**src/rtl/commit_regfile_pkg.sv**
```systemverilog
`default_nettype none
// ============================================================================
// Module      : commit_regfile_pkg
// Description : Shared sizing constants and the per-register status record
//               (busy flag + producing ROB tag) for the commit register file.
// Ports       : none (package)
// Revision    : 1.0 - initial release
// ============================================================================
package commit_regfile_pkg;

    localparam int NREG  = 32;   // architectural registers, x0 hardwired zero
    localparam int XLEN  = 32;   // data width
    localparam int ROB_W = 3;    // ROB index width (8 entries)
    localparam int REG_W = 5;    // register address width

    localparam logic [REG_W-1:0] ZERO_REG = '0;

    // Rename-table entry: a busy register awaits the result of ROB entry tag.
    typedef struct packed {
        logic             busy;
        logic [ROB_W-1:0] tag;
    } reg_status_t;

endpackage
`default_nettype wire

```
**src/rtl/commit_regfile_if.sv**
```systemverilog
`default_nettype none
// ============================================================================
// Module      : commit_regfile_if
// Description : Bundle of the rename, commit, flush and operand-read signals
//               of the commit register file.
// Modports    : master - issue/commit side (drives requests, reads operands)
//               slave  - register file (consumes requests, drives operands)
// Revision    : 1.0 - initial release
// ============================================================================
interface commit_regfile_if;
    import commit_regfile_pkg::*;

    logic             rename_valid;
    logic [REG_W-1:0] rename_rd;
    logic [ROB_W-1:0] rename_rob;

    logic             commit_valid;
    logic [REG_W-1:0] commit_idx;
    logic [XLEN-1:0]  commit_data;
    logic [ROB_W-1:0] commit_rob;

    logic             flush;

    logic [REG_W-1:0] rs1;
    logic [REG_W-1:0] rs2;
    logic [XLEN-1:0]  rs1_data;
    logic             rs1_busy;
    logic [ROB_W-1:0] rs1_tag;
    logic [XLEN-1:0]  rs2_data;
    logic             rs2_busy;
    logic [ROB_W-1:0] rs2_tag;

    logic [15:0]      commit_count;

    modport master (
        output rename_valid, rename_rd, rename_rob,
        output commit_valid, commit_idx, commit_data, commit_rob,
        output flush, rs1, rs2,
        input  rs1_data, rs1_busy, rs1_tag,
        input  rs2_data, rs2_busy, rs2_tag,
        input  commit_count
    );

    modport slave (
        input  rename_valid, rename_rd, rename_rob,
        input  commit_valid, commit_idx, commit_data, commit_rob,
        input  flush, rs1, rs2,
        output rs1_data, rs1_busy, rs1_tag,
        output rs2_data, rs2_busy, rs2_tag,
        output commit_count
    );

endinterface
`default_nettype wire

```
**src/rtl/commit_regfile_read_port.sv**
```systemverilog
`default_nettype none
// ============================================================================
// Module      : commit_regfile_read_port
// Description : One operand read port. Forces x0 to 0/0/0 and, when the
//               COMMIT_BYPASS_EN macro is defined, forwards a same-cycle
//               commit to the addressed register.
// Ports       : addr          - register address
//               stored_data   - registered value of addr
//               stored_status - registered busy/tag of addr
//               commit_*      - current commit (COMMIT_BYPASS_EN only)
//               data/busy/tag - operand value, busy flag, producing ROB tag
// Revision    : 1.0 - initial release
// ============================================================================
module commit_regfile_read_port
    import commit_regfile_pkg::*;
(
    input  logic [REG_W-1:0] addr,
    input  logic [XLEN-1:0]  stored_data,
    input  reg_status_t      stored_status,
`ifdef COMMIT_BYPASS_EN
    input  logic             commit_valid,
    input  logic [REG_W-1:0] commit_idx,
    input  logic [XLEN-1:0]  commit_data,
    input  logic [ROB_W-1:0] commit_rob,
`endif
    output logic [XLEN-1:0]  data,
    output logic             busy,
    output logic [ROB_W-1:0] tag
);

    logic w_is_zero;
    assign w_is_zero = (addr == ZERO_REG);

`ifdef COMMIT_BYPASS_EN
    logic w_hit;
    assign w_hit = commit_valid && (commit_idx == addr) && !w_is_zero;
`endif

    always_comb begin
        data = stored_data;
        busy = stored_status.busy;
        tag  = stored_status.tag;
`ifdef COMMIT_BYPASS_EN
        if (w_hit) begin
            data = commit_data;
            // The commit only retires the mark if it is still the newest producer.
            if (stored_status.tag == commit_rob) begin
                busy = 1'b0;
            end
        end
`endif
        if (w_is_zero) begin
            data = '0;
            busy = 1'b0;
            tag  = '0;
        end
    end

endmodule
`default_nettype wire

```
**src/rtl/commit_regfile.sv**
```systemverilog
`default_nettype none
// ============================================================================
// Module      : commit_regfile
// Description : Architectural register file with rename-status table fed by
//               the ROB in-order commit port. Rename marks a destination busy
//               on a ROB tag; commit writes the value and clears busy only if
//               the committing entry is still the newest producer; flush
//               clears all busy marks. Two combinational read ports.
//               Optional macro COMMIT_BYPASS_EN: same-cycle commit forwarding
//               onto the read ports.
// Ports       : clk  - clock
//               rst  - synchronous active-high reset
//               bus  - commit_regfile_if.slave (rename/commit/flush/read)
// Revision    : 1.0 - initial release
// ============================================================================
module commit_regfile
    import commit_regfile_pkg::*;
(
    input  logic               clk,
    input  logic               rst,
    commit_regfile_if.slave    bus
);

    logic [XLEN-1:0] r_value  [NREG];
    reg_status_t     r_status [NREG];
    logic [15:0]     r_commit_count;

    logic w_commit_wr;
    logic w_rename_wr;
    assign w_commit_wr = bus.commit_valid && (bus.commit_idx != ZERO_REG);
    assign w_rename_wr = bus.rename_valid && (bus.rename_rd != ZERO_REG);

    // Statement order encodes priority: the commit clear is overridden by a
    // same-cycle rename of that register, and flush suppresses any rename.
    always_ff @(posedge clk) begin
        if (rst) begin
            for (int i = 0; i < NREG; i++) begin
                r_value[i]  <= '0;
                r_status[i] <= '0;
            end
            r_commit_count <= '0;
        end else begin
            if (bus.commit_valid) begin
                r_commit_count <= r_commit_count + 16'd1;
            end
            if (w_commit_wr) begin
                r_value[bus.commit_idx] <= bus.commit_data;
                if (r_status[bus.commit_idx].busy &&
                    (r_status[bus.commit_idx].tag == bus.commit_rob)) begin
                    r_status[bus.commit_idx].busy <= 1'b0;
                end
            end
            if (bus.flush) begin
                for (int i = 0; i < NREG; i++) begin
                    r_status[i].busy <= 1'b0;
                end
            end else if (w_rename_wr) begin
                r_status[bus.rename_rd].busy <= 1'b1;
                r_status[bus.rename_rd].tag  <= bus.rename_rob;
            end
        end
    end

    assign bus.commit_count = r_commit_count;

    commit_regfile_read_port u_read_port1 (
        .addr          (bus.rs1),
        .stored_data   (r_value[bus.rs1]),
        .stored_status (r_status[bus.rs1]),
`ifdef COMMIT_BYPASS_EN
        .commit_valid  (bus.commit_valid),
        .commit_idx    (bus.commit_idx),
        .commit_data   (bus.commit_data),
        .commit_rob    (bus.commit_rob),
`endif
        .data          (bus.rs1_data),
        .busy          (bus.rs1_busy),
        .tag           (bus.rs1_tag)
    );

    commit_regfile_read_port u_read_port2 (
        .addr          (bus.rs2),
        .stored_data   (r_value[bus.rs2]),
        .stored_status (r_status[bus.rs2]),
`ifdef COMMIT_BYPASS_EN
        .commit_valid  (bus.commit_valid),
        .commit_idx    (bus.commit_idx),
        .commit_data   (bus.commit_data),
        .commit_rob    (bus.commit_rob),
`endif
        .data          (bus.rs2_data),
        .busy          (bus.rs2_busy),
        .tag           (bus.rs2_tag)
    );

endmodule
`default_nettype wire

```
**src/flat_wrapper.sv**
```systemverilog
// flat-port wrapper written by rule: the top's interface ports become plain ports
module commit_regfile_flat import commit_regfile_pkg::*;
  (clk, rst, bus_rename_valid, bus_rename_rd, bus_rename_rob, bus_commit_valid, bus_commit_idx, bus_commit_data, bus_commit_rob, bus_flush, bus_rs1, bus_rs2, bus_rs1_data, bus_rs1_busy, bus_rs1_tag, bus_rs2_data, bus_rs2_busy, bus_rs2_tag, bus_commit_count);
  commit_regfile_if bus_i ();
  input  logic clk;
  input  logic rst;
  input wire logic [$bits(bus_i.rename_valid)-1:0] bus_rename_valid;
  input wire logic [$bits(bus_i.rename_rd)-1:0] bus_rename_rd;
  input wire logic [$bits(bus_i.rename_rob)-1:0] bus_rename_rob;
  input wire logic [$bits(bus_i.commit_valid)-1:0] bus_commit_valid;
  input wire logic [$bits(bus_i.commit_idx)-1:0] bus_commit_idx;
  input wire logic [$bits(bus_i.commit_data)-1:0] bus_commit_data;
  input wire logic [$bits(bus_i.commit_rob)-1:0] bus_commit_rob;
  input wire logic [$bits(bus_i.flush)-1:0] bus_flush;
  input wire logic [$bits(bus_i.rs1)-1:0] bus_rs1;
  input wire logic [$bits(bus_i.rs2)-1:0] bus_rs2;
  output wire logic [$bits(bus_i.rs1_data)-1:0] bus_rs1_data;
  output wire logic [$bits(bus_i.rs1_busy)-1:0] bus_rs1_busy;
  output wire logic [$bits(bus_i.rs1_tag)-1:0] bus_rs1_tag;
  output wire logic [$bits(bus_i.rs2_data)-1:0] bus_rs2_data;
  output wire logic [$bits(bus_i.rs2_busy)-1:0] bus_rs2_busy;
  output wire logic [$bits(bus_i.rs2_tag)-1:0] bus_rs2_tag;
  output wire logic [$bits(bus_i.commit_count)-1:0] bus_commit_count;
  assign bus_i.rename_valid = bus_rename_valid;
  assign bus_i.rename_rd = bus_rename_rd;
  assign bus_i.rename_rob = bus_rename_rob;
  assign bus_i.commit_valid = bus_commit_valid;
  assign bus_i.commit_idx = bus_commit_idx;
  assign bus_i.commit_data = bus_commit_data;
  assign bus_i.commit_rob = bus_commit_rob;
  assign bus_i.flush = bus_flush;
  assign bus_i.rs1 = bus_rs1;
  assign bus_i.rs2 = bus_rs2;
  assign bus_rs1_data = bus_i.rs1_data;
  assign bus_rs1_busy = bus_i.rs1_busy;
  assign bus_rs1_tag = bus_i.rs1_tag;
  assign bus_rs2_data = bus_i.rs2_data;
  assign bus_rs2_busy = bus_i.rs2_busy;
  assign bus_rs2_tag = bus_i.rs2_tag;
  assign bus_commit_count = bus_i.commit_count;
  commit_regfile u_core (.clk(clk), .rst(rst), .bus(bus_i));
endmodule
```
**config.mk**
```make
export PLATFORM = sky130hd
export DESIGN_NAME = commit_regfile_flat
export DESIGN_NICKNAME = d
export VERILOG_FILES = /design/src/rtl/commit_regfile_pkg.sv /design/src/rtl/commit_regfile_if.sv /design/src/rtl/commit_regfile_read_port.sv /design/src/rtl/commit_regfile.sv /design/src/flat_wrapper.sv
export SDC_FILE = /design/constraint.sdc
export NUM_CORES = 2
export LEC_CHECK = 0
export ABC_CLOCK_PERIOD_IN_PS = 3400
export CORE_UTILIZATION = 51
export DETAILED_ROUTE_END_ITERATION = 10
export GPL_TIMING_DRIVEN = 0
export HOLD_SLACK_MARGIN = 0.08
export PLACE_DENSITY_LB_ADDON = 0.1
export RECOVER_POWER = 25
export SLEW_MARGIN = 10
export SYNTH_ARGS = -nofsm -noshare
export SYNTH_HDL_FRONTEND = slang
export SYNTH_SLANG_ARGS = --single-unit
```
**constraint.sdc**
```tcl
create_clock -name clk -period 3.4 [get_ports clk]
set_input_delay 0.34 -clock clk [delete_from_list [all_inputs] [get_ports clk]]
set_output_delay 0.34 -clock clk [all_outputs]
set_load 0.01 [all_outputs]
```
======== Word-level counts from Yosys, hierarchy flattened ========
Memory sizes are Yosys's and may differ from the RTL's.
Cells that the tools add are included.
cells by class
  eq/ne operators ......................... 32
  add/sub/neg operators ................... 1
  bitwise gates (word level) .............. 218
  reduce and logical (&&, ||, !) cells .... 10
  mux-type cells .......................... 63
operators by type and width
  kind                   number
  $eq 5x5->1 const B     31
  $mux 32                3
  $and 1x1->1            92
  $not 1->1              62
  $mux 1                 51
  $or 1x1->1             32
  $reduce_or 32->1       1
  $and 1x1->1 const B    31
  $add 16x1->16 const B  1
  $mux 5                 3
  $logic_not 5->1        2
  $reduce_bool 5->1      2
  $mux 4                 2
  $reduce_or 4->1        2
  $mux 3                 2
  $mux 2                 2
  $eq 3x3->1             1
  $logic_and 1x1->1      3
  $and 1x1->1 const A    1
storage, ports and cells
  memory bits (writable) .................. 1152
  flip-flop bits (word level) ............. 16
  bits of input ports ..................... 63
  logic and storage cells ................. 327
  memories kept ........................... 2
  output and inout port bits .............. 88
memory list
  memory           depth  bits a word  read ports  clocked after Yosys merged registers in  write ports  line                  RTL
  u_core.r_value   32     32           2           0                                        32           commit_regfile.sv:24  logic [XLEN-1:0] r_value [NREG];
  u_core.r_status  32     4            3           0                                        32           commit_regfile.sv:25  reg_status_t r_status [NREG];

======== Logic depth before layout (Yosys ltp) ========
An unclocked memory read counts as a cell.
  depth in word-level cells ............... 40
  gate-level depth with buffers ........... 12
  gate-level depth less buffers ........... 8

======== By module ========
Synthesis repeated with hierarchy kept, for this count alone.
unflattened totals
  cell total of the unflattened synthesis .. 3939
  area total of the unflattened synthesis .. 63469.6 um^2
by module, submodules not included
  module                    instances  cells each  sequential area each (um^2)  area an instance (um^2)
  commit_regfile            1          3851        34593.2                      62766.4
  commit_regfile_read_port  2          44          0.0                          351.6

======== Worst setup path before layout ========
OpenSTA, ideal clock, no wires.
  kind .................................... input-to-output
  from .................................... input port bus_rs2[0]
  to ...................................... output port bus_rs2_data[10]
  required time ........................... 3.060 ns
  slack ................................... 0.543 ns
  buffers on the path ..................... 3
  data arrival time ....................... 2.517 ns
  stages on the path ...................... 7
  cell sequence ........................... buf_2 > clkbuf_1 > buf_1 > mux4_2 > mux4_2 > mux2i_1 > nor2_1
on the way
  cells in the longest elaborated chain, start to end .. 2
  elaborated cells on any way between the ends .. 3
  classes of those cells .................. 1 x mux; 1 x reduce/logical; 1 x memory
RTL lines
  element                                           line                            RTL
  from (decl)                                       flat_wrapper.sv:16              input wire logic [$bits(bus_i.rs2)-1:0] bus_rs2;
  $mem_v2 32x32 or $logic_not 5->1 (tied branches)  -
  $mux 32 (*)                                       commit_regfile_read_port.sv:52  if (w_is_zero) begin
  to (decl)                                         flat_wrapper.sv:20              output wire logic [$bits(bus_i.rs2_data)-1:0] bus_rs2_data;
Every way passes the cells marked *; elsewhere a longest branch is shown, timed or not.

======== Worst setup path after layout ========
  from .................................... input port bus_rs2[1]
  to ...................................... output port bus_rs2_busy
on the way
  cells in the longest elaborated chain, start to end .. 2
  elaborated cells on any way between the ends .. 3
  classes of those cells .................. 1 x mux; 1 x reduce/logical; 1 x memory
RTL lines
  element                                          line                            RTL
  $mem_v2 32x4 or $logic_not 5->1 (tied branches)  -
  $mux 1 (*)                                       commit_regfile_read_port.sv:52
  to (decl)                                        flat_wrapper.sv:21              output wire logic [$bits(bus_i.rs2_busy)-1:0] bus_rs2_busy;
Marks and branches as above.

==> out/results.ini <==
[status]
outcome = finished with violations
failed_checks = capacitance limit, slew limit, setup timing

[global_route]
grt_max_degree = 33
globalRouteMet1Util_pct = 54.01
antenna_found_initial = 15
grt_use_met3_pct = 16.97
grt_pass1_wl_um = 330900
globalRouteMet2Util_pct = 54.25
grt_pass1_vias = 40720
grt-ovfl-total = 0
top_usage_layer = met2
grt_usage_pct = 39.00

[logic_synthesis]
synth_top_family_by_area = multiplexers
synth.distinct_cells = 53
synthAdderAreaFrac_pct = 0.01976
synth_mux_area_share_pct = 25.92
syn_area_mm2 = 0.06332
yosys.area_share.simple_pct = 13.43
dominantRegCellSynth = edfxtp_1
syn_inst = 4194
ys_warn_count = 0
synth_seq_area_share_pct = 54.64
synth_area_per_cell_um2 = 15.10
ys_ff_latch = 1168
async_flop_share_pct = 0
synth-compound-area-share_pct = 2.913
synth_xor_area_share_pct = 0.1937
synth_edf_count = 1120

[floorplanning]
fp.dieW_um = 354.3
die_h_um = 354.3
fp-row-count = 128
initial_core_util_pct = 51.68
die_area_mm2 = 0.1256
core_area_mm2 = 0.1225
io_pins = 151

[clock_tree]
cts_sinks = 1168
clk-insertion-delay-late_ps = 770
numCtsBuffers = 132
cts_tree = built
clockBufferDepth = 3
ctsRootBufferMaster = clkbuf_16
cts_htree_levels = 4
hold_buffers = 0
clk_pin_slew_worst_paths_ps = 60

[power_and_ir_drop]
leakagePower_nw = 25.13
powerDensity_mw_per_mm2 = 503.7
power.ir.vdd_worst_mv = 0.5095

[place]
hpwl_um = 181400
numPortBuffers = 136
place_inst = 5993
place_congestion = 0.9817

[layout]
fin_nets = 4577
fillers = 9461
drive_gt1_share_pct = 27.14
area_delta_synth_final_pct = 16.00
final_util_pct = 59.95
multi_input_area_mm2 = 0.02823
stdcell_count = 6246
register_area_mm2 = 0.03459

[detailed_routing]
via_per_inst = 6.873
ant_nets = 0
wire_per_inst_um = 39.10
drc = 0
drtIter0Drc = 7239
wl_um = 244200
drt_first_pass_iters = 8
num_vias = 42930

[min_path]
hold_path.class = in2reg

[setup_path]
r2r_slack_ps = 580
critPathRequiredTime_ps = 3060
criticalPathCategory = in2out
startpoint_type = primary input
critPathMaxFanout = 10
endpoint_kind = output pin
worstPathArrival_ps = 3120

[timing]
fin_crit_ps = 3463
finalWorstSetupSlack_ps = -62.92
maxSlewViolCount = 24
final_hold_viol_count = 0
setup_tns_ps = -1619
worst_pin_slew_ps = 1830
max_clock_freq_mhz = 288.8
rsz0062_at_grt = true
max_slew_margin_pct = -21.99
finalSetupViolCount = 102
holdWs_ps = 136.5
period_share_pct = 101.9
skew_ps = 24.22

[job]
maxCapViolCount = 1

critical path, stage by stage:
cell	delay (ps)
clkbuf_8	270
clkbuf_8	350
clkbuf_4	380
mux4_2	370
mux4_2	520
mux2i_2	290
nor2_1	70
clkdlybuf4s50_1	490
area by class of cell:
class | instances | share of cell area (%)
inverter | 4 | 0.02044
clock buffer | 164 | 4.877
multi-input combinational | 2617 | 38.44
tap | 1625 | 2.768
clock inverter | 70 | 0.8586
timing repair buffer | 152 | 1.952
buffer | 438 | 3.952
sequential | 1168 | 47.10
antenna | 8 | 0.02726
power by group:
part / switching, mW / internal (mW)
clock: 6.11 / 8.35
sequential: 0.424 / 16.5
combinational: 3.37 / 2.20
per-stage QoR:
stage	instance area, µm²	power (mW)	setup WS (ps)
after floorplan	63440	19.80	543.3
final	73450	36.99	-62.92
after global placement	66840	22.12	-3320
after detailed placement	66950	22.20	-2688
after global routing	73430	37.53	-8.174
after CTS	73290	36.61	-5.240
kinds of logic after synthesis:
| group | count (synthesis) |
|---|---|
| compound gates | 264 |
| other cells | 1 |
| xor+xnor | 14 |
| fa+ha+maj | 1 |
| simple gates | 1432 |
| mux | 871 |
| buf+inv | 443 |
| flops | 1168 |
cells in the mapped netlist, types with 3 or more instances:
library cell  number  area share (%)
edfxtp_1        1120              53
and2_1          1087              11
mux4_2           610              22
clkbuf_1         337             2.0
mux2i_1          211             3.3
nor2_1           146            0.87
a21oi_1           74            0.58
or2_2             64            0.63
buf_2             54            0.43
mux2_2            50            0.89
dfxtp_1           48             1.5
nor3_1            44            0.35
o22ai_1           42            0.41
buf_1             37            0.22
a221oi_1          31            0.43
o221ai_1          31            0.43
nand2_1           27            0.16
a211oi_1          26            0.31
nand2b_1          18            0.18
a211o_1           15            0.21
o211ai_1          14            0.17
xor2_1            11            0.15
a21oi_2           10            0.14
nand3_1            9           0.071
or3_1              8           0.079
buf_6              6            0.11
nand3b_1           6           0.071
nor4_1             6           0.059
o21ai_0            6           0.047
a22oi_1            5           0.059
and3_1             5           0.049
nor2b_1            4           0.040
a22o_1             3           0.042
a31oi_1            3           0.030
inv_1              3           0.018
xnor2_1            3           0.042
cell usage in the layout (no fill, tap or decap), types with 18 or more instances in the layout:
cell type,n
mux2i_1,190
dfxtp_1,48
mux4_2,610
conb_1,35
clkdlybuf4s50_1,62
nand2b_1,18
nand2_1,26
clkbuf_4,35
mux2_2,48
o221ai_2,22
a221oi_4,24
clkbuf_16,144
clkbuf_1,263
clkinv_1,31
and2_1,847
a21oi_1,66
edfxtp_1,1120
clkinv_2,22
clkbuf_2,30
and2_0,240
dlygate4sd2_1,49
buf_4,37
or2_2,59
nor3_1,24
buf_6,36
clkbuf_8,29
nor2_1,141
o22ai_1,41
what timing repair did:
item,4_1_cts,5_1_grt
resized for setup,609,44
setup buffers,11,1
setup endpoints to repair,267,97
cloned,0,0
pin swaps,19,6
hold endpoints to repair,0,0
sequential cells by signal, summed over array words and instances (netlist names):
signal	count
u_core.r_value	1024
u_core.r_status	128
u_core.bus.commit_count	16
metal layers:
metal | vias to the layer above | part of all wire (%)
met5 | - | 0.069
met4 | 20 | 4.4
met3 | 529 | 16
met2 | 3281 | 42
met1 | 22280 | 38
li1 | 16820 | -
path summary, 6_finish.rpt:
path	startpoint	endpoint	cells after the start
hold reg to reg	u_core.bus.commit_count[5]	u_core.bus.commit_count[5]	2
setup reg to reg	u_core.r_status[16][1]	u_core.r_status[15][3]	11
hold / removal	bus_commit_idx[4]	u_core.r_status[20][3]	4
setup / recovery	bus_rs2[1]	bus_rs2_busy	8
Power figures use the tool's default switching activity.
